$ cat config.mk
export PLATFORM = sky130hd
export DESIGN_NAME = tlc5615_driver
export DESIGN_NICKNAME = d
export VERILOG_FILES = /design/src/rtl/tlc5615_pkg.sv /design/src/rtl/dac_half_tick.sv /design/src/rtl/tlc5615_driver.sv
export SDC_FILE = /design/constraint.sdc
export NUM_CORES = 1
export LEC_CHECK = 0
export CORE_MARGIN = 2
export CORE_UTILIZATION = 50
export DETAILED_ROUTE_END_ITERATION = 12
export PLACE_DENSITY = 0.72
export SLEW_MARGIN = 15
export SYNTH_ARGS = -nofsm -noshare
export SYNTH_HDL_FRONTEND = slang
export SYNTH_HIERARCHICAL = 1
export SYNTH_SLANG_ARGS = --single-unit
$ cat constraint.sdc
create_clock -name CLOCK_50 -period 2.35 [get_ports CLOCK_50]
set_clock_uncertainty 0.15 [all_clocks]
set_input_delay 0.5875 -clock CLOCK_50 [delete_from_list [all_inputs] [get_ports CLOCK_50]]
set_output_delay 0.5875 -clock CLOCK_50 [all_outputs]
set_load 0.005 [all_outputs]
$ cat src/rtl/tlc5615_pkg.sv
// Shared constants, state encoding and frame formatting for the TLC5615 DAC driver.
package tlc5615_pkg;

  localparam int DATA_W  = 10;
  localparam int FRAME_W = 16;
  localparam int PAD_HI  = 4;
  localparam int PAD_LO  = 2;
  localparam int BIT_W   = $clog2(FRAME_W);

  typedef enum logic [1:0] {
    IDLE,
    SHIFT,
    HOLD,
    GAP
  } state_e;

  // Four leading zeros, the code, then two don't-care LSBs the DAC ignores.
  function automatic logic [FRAME_W-1:0] build_frame(input logic [DATA_W-1:0] code);
    return {{PAD_HI{1'b0}}, code, {PAD_LO{1'b0}}};
  endfunction

endpackage

$ cat src/rtl/dac_half_tick.sv
// Prescaler for serial peripheral clocks: one-cycle tick every DIV enabled cycles.
module dac_half_tick #(
  parameter int DIV = 25
) (
  input  logic clk,
  input  logic rst_n,
  input  logic en,
  output logic tick
);

  localparam int CNT_W = $clog2(DIV);
  localparam logic [CNT_W-1:0] LAST = CNT_W'(DIV - 1);

  logic [CNT_W-1:0] cnt_q;

  // NOTE: sequential state uses non-blocking assignments so every flop samples pre-edge values.
  always_ff @(posedge clk or negedge rst_n) begin
    if (!rst_n) begin
      cnt_q <= '0;
    end else if (!en || cnt_q == LAST) begin
      cnt_q <= '0;
    end else begin
      cnt_q <= cnt_q + 1'b1;
    end
  end

  assign tick = en && (cnt_q == LAST);

endmodule

$ cat src/rtl/tlc5615_driver.sv
// TLC5615 serial DAC transmitter: 16-bit frame, MSB first, on a registered CS_N/SCLK/DIN link.
module tlc5615_driver
  import tlc5615_pkg::*;
#(
  parameter int CLK_DIV    = 25,
  parameter int GAP_HALVES = 1
) (
  input  logic              CLOCK_50,
  input  logic              RST_N,
  input  logic              dac_req,
  input  logic [DATA_W-1:0] dac_data,
  output logic              dac_busy,
  output logic              dac_done,
  output logic              DAC_CS_N,
  output logic              DAC_SCLK,
  output logic              DAC_DIN
);

  localparam int GAP_W = (GAP_HALVES > 1) ? $clog2(GAP_HALVES) : 1;
  localparam logic [GAP_W-1:0] GAP_LAST = GAP_W'(GAP_HALVES - 1);
  localparam logic [BIT_W-1:0] BIT_LAST = BIT_W'(FRAME_W - 1);

  state_e             state_q, state_d;
  logic [FRAME_W-1:0] shreg_q, shreg_d;
  logic [BIT_W-1:0]   bit_cnt_q, bit_cnt_d;
  logic [GAP_W-1:0]   gap_cnt_q, gap_cnt_d;
  logic               cs_n_q, cs_n_d;
  logic               sclk_q, sclk_d;
  logic               din_q, din_d;
  logic               busy_q, busy_d;
  logic               done_q, done_d;
  logic [FRAME_W-1:0] frame_in;
  logic               tick;

  assign frame_in = build_frame(dac_data);

  dac_half_tick #(
    .DIV (CLK_DIV)
  ) u_half_tick (
    .clk   (CLOCK_50),
    .rst_n (RST_N),
    .en    (state_q != IDLE),
    .tick  (tick)
  );

  // NOTE: every variable gets its hold value first so no path leaves one unassigned (no latches).
  always_comb begin
    state_d   = state_q;
    shreg_d   = shreg_q;
    bit_cnt_d = bit_cnt_q;
    gap_cnt_d = gap_cnt_q;
    cs_n_d    = cs_n_q;
    sclk_d    = sclk_q;
    din_d     = din_q;
    busy_d    = busy_q;
    done_d    = 1'b0;

    unique case (state_q)
      IDLE: begin
        if (dac_req) begin
          state_d   = SHIFT;
          shreg_d   = frame_in;
          bit_cnt_d = '0;
          gap_cnt_d = '0;
          cs_n_d    = 1'b0;
          sclk_d    = 1'b0;
          din_d     = frame_in[FRAME_W-1];
          busy_d    = 1'b1;
        end
      end
      SHIFT: begin
        if (tick) begin
          if (!sclk_q) begin
            sclk_d = 1'b1;
          end else begin
            // DIN moves only together with the falling SCLK edge.
            sclk_d = 1'b0;
            if (bit_cnt_q == BIT_LAST) begin
              state_d = HOLD;
              din_d   = 1'b0;
            end else begin
              shreg_d   = shreg_q << 1;
              din_d     = shreg_q[FRAME_W-2];
              bit_cnt_d = bit_cnt_q + 1'b1;
            end
          end
        end
      end
      HOLD: begin
        if (tick) begin
          state_d = GAP;
          cs_n_d  = 1'b1;
        end
      end
      GAP: begin
        if (tick) begin
          if (gap_cnt_q == GAP_LAST) begin
            state_d = IDLE;
            busy_d  = 1'b0;
            done_d  = 1'b1;
          end else begin
            gap_cnt_d = gap_cnt_q + 1'b1;
          end
        end
      end
      default: state_d = IDLE;
    endcase
  end

  // NOTE: the shift register is reset too, so an aborted frame never leaks stale bits.
  always_ff @(posedge CLOCK_50 or negedge RST_N) begin
    if (!RST_N) begin
      state_q   <= IDLE;
      shreg_q   <= '0;
      bit_cnt_q <= '0;
      gap_cnt_q <= '0;
      cs_n_q    <= 1'b1;
      sclk_q    <= 1'b0;
      din_q     <= 1'b0;
      busy_q    <= 1'b0;
      done_q    <= 1'b0;
    end else begin
      state_q   <= state_d;
      shreg_q   <= shreg_d;
      bit_cnt_q <= bit_cnt_d;
      gap_cnt_q <= gap_cnt_d;
      cs_n_q    <= cs_n_d;
      sclk_q    <= sclk_d;
      din_q     <= din_d;
      busy_q    <= busy_d;
      done_q    <= done_d;
    end
  end

  assign dac_busy = busy_q;
  assign dac_done = done_q;
  assign DAC_CS_N = cs_n_q;
  assign DAC_SCLK = sclk_q;
  assign DAC_DIN  = din_q;

endmodule
==> flow_metrics.tcl <==
set metrics [dict create \
    synth_seq_cells 29 \
    start_util_pct 52.5 \
    rsz0062_at_grt "false" \
    dp_hpwl_mm 2.10 \
    clkSinkCount 29 \
    ir_worst_vdd_mv 0.266 \
    clockBufferDepth 2 \
    relSlewSlack_pct 67.6 \
    fin_crit_ps 2210 \
    yosysSeqAreaShare_pct 45.7 \
    max_cap_violations 0 \
    hold_class "register to register" \
    grt_use_total_pct 18.4 \
    crit_path_max_incr_delay_ps 410 \
    port_buffers 17 \
    antenna_found_initial 0 \
    setup_violations 0 \
    clk_pin_slew_ps 90 \
    place.gp.congestion 0.780 \
    placement_rows 20 \
    post_cts_buffers 0 \
    clockRootBuffer "clkbuf_4" \
    htree_levels 2 \
    drive_gt1_share_pct 21.7 \
    die_y_um 60.4 \
    grt_pass1_vias 1159 \
    grt_max_degree 31 \
    cts_hold_buf 0 \
    crit_fanout 6 \
    syn_to_final_growth_pct 19.5 \
    slew_violations 0 \
    cts_tree "yes" \
    placed_cell_area_um2 1840 \
    syn_avg_cell_area_um2 10.8 \
    power.leakage_nw 0.961 \
    final_util_pct 62.8 \
    cp_data_required_time_ps 2410 \
    fin_crit_sh_pct 94.2 \
    post_drt_wl_per_cell_um 13.3 \
    drtIter0Drc 26 \
    crit_path_end_kind "register" \
    cts_buffers 5 \
    drt_first_pass_iters 4 \
    dp_worst_setup_slack_ps 4.70 \
    finalInstanceArea_um2 1900 \
    drt-total-wl_mm 2.91 \
    io-pin-count 18 \
    path_cells "inv_1 > ha_1 > and4b_4 > and2_2 > nor2b_1 > a2111oi_2 > o21ai_2 > mux2_4" \
    grt-ovfl-total 0 \
    insertion_delay_ps 320 \
    num-nets-final 195 \
    syn_inst 147 \
    ant_nets 0 \
    slowest_stage "dfrtp_1" \
    cts_resized 0 \
    drc_errors 0 \
    die_x_um 60.4 \
    cp.arrival_ps 2270 \
    synthesis.nets 168 \
    die_area_um2 3650 \
    crit_path_start_kind "register" \
    post-route-worst-setup-slack_ps 137 \
    worstSetupPathType "register to register" \
    status "complete, no violations" \
    synth_cell_types 38 \
    powerDensity_nw_per_um2 428 \
    total_power_w 0.000814 \
    yosys_warnings 6 \
    detail_route.vias_per_cell 5.18 \
    tns_ps 0 \
    fmax_mhz 452 \
    finalHoldViolCount 0 \
    num_antenna_cells 0 \
    vias 1134 \
    fp.coreArea_um2 3030 \
    grt_pass1_wl_mm 4.93 \
    syn_area_um2 1590 \
    worst_pin_slew_ps 472 \
]
## synth_stat cells, drive strengths merged
master / number / area [µm²]
a2111oi: 1 / 15.0
a21boi: 1 / 7.51
a21oi: 18 / 124
a41oi: 1 / 8.76
and2: 2 / 13.8
and2b: 2 / 20.0
and3b: 1 / 8.76
and4: 3 / 28.8
and4b: 1 / 13.8
buf: 5 / 43.8
dfrtp: 28 / 701
dfstp: 1 / 26.3
ha: 8 / 100
inv: 11 / 41.3
mux2: 1 / 15.0
mux2i: 12 / 120
nand2: 3 / 11.3
nand2b: 2 / 12.5
nand3: 8 / 40.0
nand3b: 1 / 7.51
nand4: 1 / 6.26
nor2: 12 / 45.0
nor2b: 1 / 6.26
nor3: 1 / 5.00
nor3b: 2 / 15.0
nor4: 3 / 55.1
o211ai: 1 / 7.51
o21ai: 13 / 68.8
o31ai: 1 / 7.51
or3: 1 / 6.26
xnor2: 1 / 8.76
## final cells by class
| cell class | count | area (µm²) |
|---|---|---|
| Sequential cell | 29 | 727 |
| Clock inverter | 2 | 10.0 |
| Multi-Input combinational cell | 102 | 783 |
| Tap cell | 44 | 55.1 |
| Clock buffer | 6 | 41.3 |
| Timing Repair Buffer | 25 | 243 |
| Inverter | 11 | 41.3 |
| Fill cell | 244 | 1130 |
## stage by stage
step,hold WS [ps],instances
floorplan,142,147
global placement,341,211
detailed placement,358,211
CTS,371,219
global route,389,219
finish,363,219
## state kept, by name (all words and copies together), names as in the netlist
name and cells:
shreg_q 13, DAC_SCLK 1, dac_busy 1, bit_cnt_q 4, u_half_tick/cnt_q 5, state_q 2, DAC_DIN 1, DAC_CS_N 1
dac_done 1
## worst max-delay path, delay by kind of cell (launching register included)
kind / cells / cell delay [ps]
muxes: 1 / 320
and+or+nand+nor: 3 / 790
AOI/OAI and AO/OA: 2 / 190
DFF: 1 / 410
adders and majority gates: 1 / 190
buffers and inverters: 1 / 60
## layout by cell type (no fill, tap or decap), drive strengths merged
| master | count |
|---|---|
| a2111oi | 1 |
| a21boi | 1 |
| a21oi | 18 |
| a41oi | 1 |
| and2 | 2 |
| and2b | 2 |
| and3b | 1 |
| and4 | 3 |
| and4b | 1 |
| buf | 8 |
| clkbuf | 6 |
| clkdlybuf4s50 | 17 |
| clkinv | 2 |
| dfrtp | 28 |
| dfstp | 1 |
| ha | 8 |
| inv | 11 |
| mux2 | 1 |
| mux2i | 12 |
| nand2 | 3 |
| nand2b | 2 |
| nand3 | 8 |
| nand3b | 1 |
| nand4 | 1 |
| nor2 | 12 |
| nor2b | 1 |
| nor3 | 1 |
| nor3b | 2 |
| nor4 | 3 |
| o211ai | 1 |
| o21ai | 13 |
| o31ai | 1 |
| or3 | 1 |
| xnor2 | 1 |
## layer usage
metal	wire, µm	up-vias	GRT usage, %
li1	-	573	-
met1	1370	543	22.6
met2	1420	12	30.6
met3	72	6	3.84
met4	45	0	9.52
met5	0	-	0
## worst paths after layout
path                       cells past startpoint                              to  slack, ps                           start
min in group asynchronous                      2        bit_cnt_q[3]$_DFFE_PN0P_        480                           RST_N
max reg2reg                                    8          state_q[1]$_DFFE_PN0P_        140  u_half_tick/cnt_q[0]$_DFF_PN0_
min reg2reg                                    1  u_half_tick/cnt_q[0]$_DFF_PN0_        360  u_half_tick/cnt_q[0]$_DFF_PN0_
max                                            8          state_q[1]$_DFFE_PN0P_        140  u_half_tick/cnt_q[0]$_DFF_PN0_
min                                            1  u_half_tick/cnt_q[0]$_DFF_PN0_        360  u_half_tick/cnt_q[0]$_DFF_PN0_
max in group asynchronous                      2            DAC_CS_N$_DFFE_PN1P_       1250                           RST_N
## kinds of logic after synthesis
logic type / after synthesis / synth area share (%)
AO/OA/AOI/OAI: 36 / 15.0
flip-flops: 29 / 45.7
adder cells (fa/ha/maj): 8 / 6.29
XOR/XNOR: 1 / 0.551
AND/OR/NAND/NOR: 44 / 18.6
multiplexers: 13 / 8.50
buffers and inverters: 16 / 5.35
## where the power goes
part           switching (W)  internal, W  leakage [nW]
logic              0.0000131    0.0000209         0.574
registers                  0     0.000499         0.355
clock network       0.000167     0.000114        0.0320
Note: power is estimated with default switching activity, not from simulation.
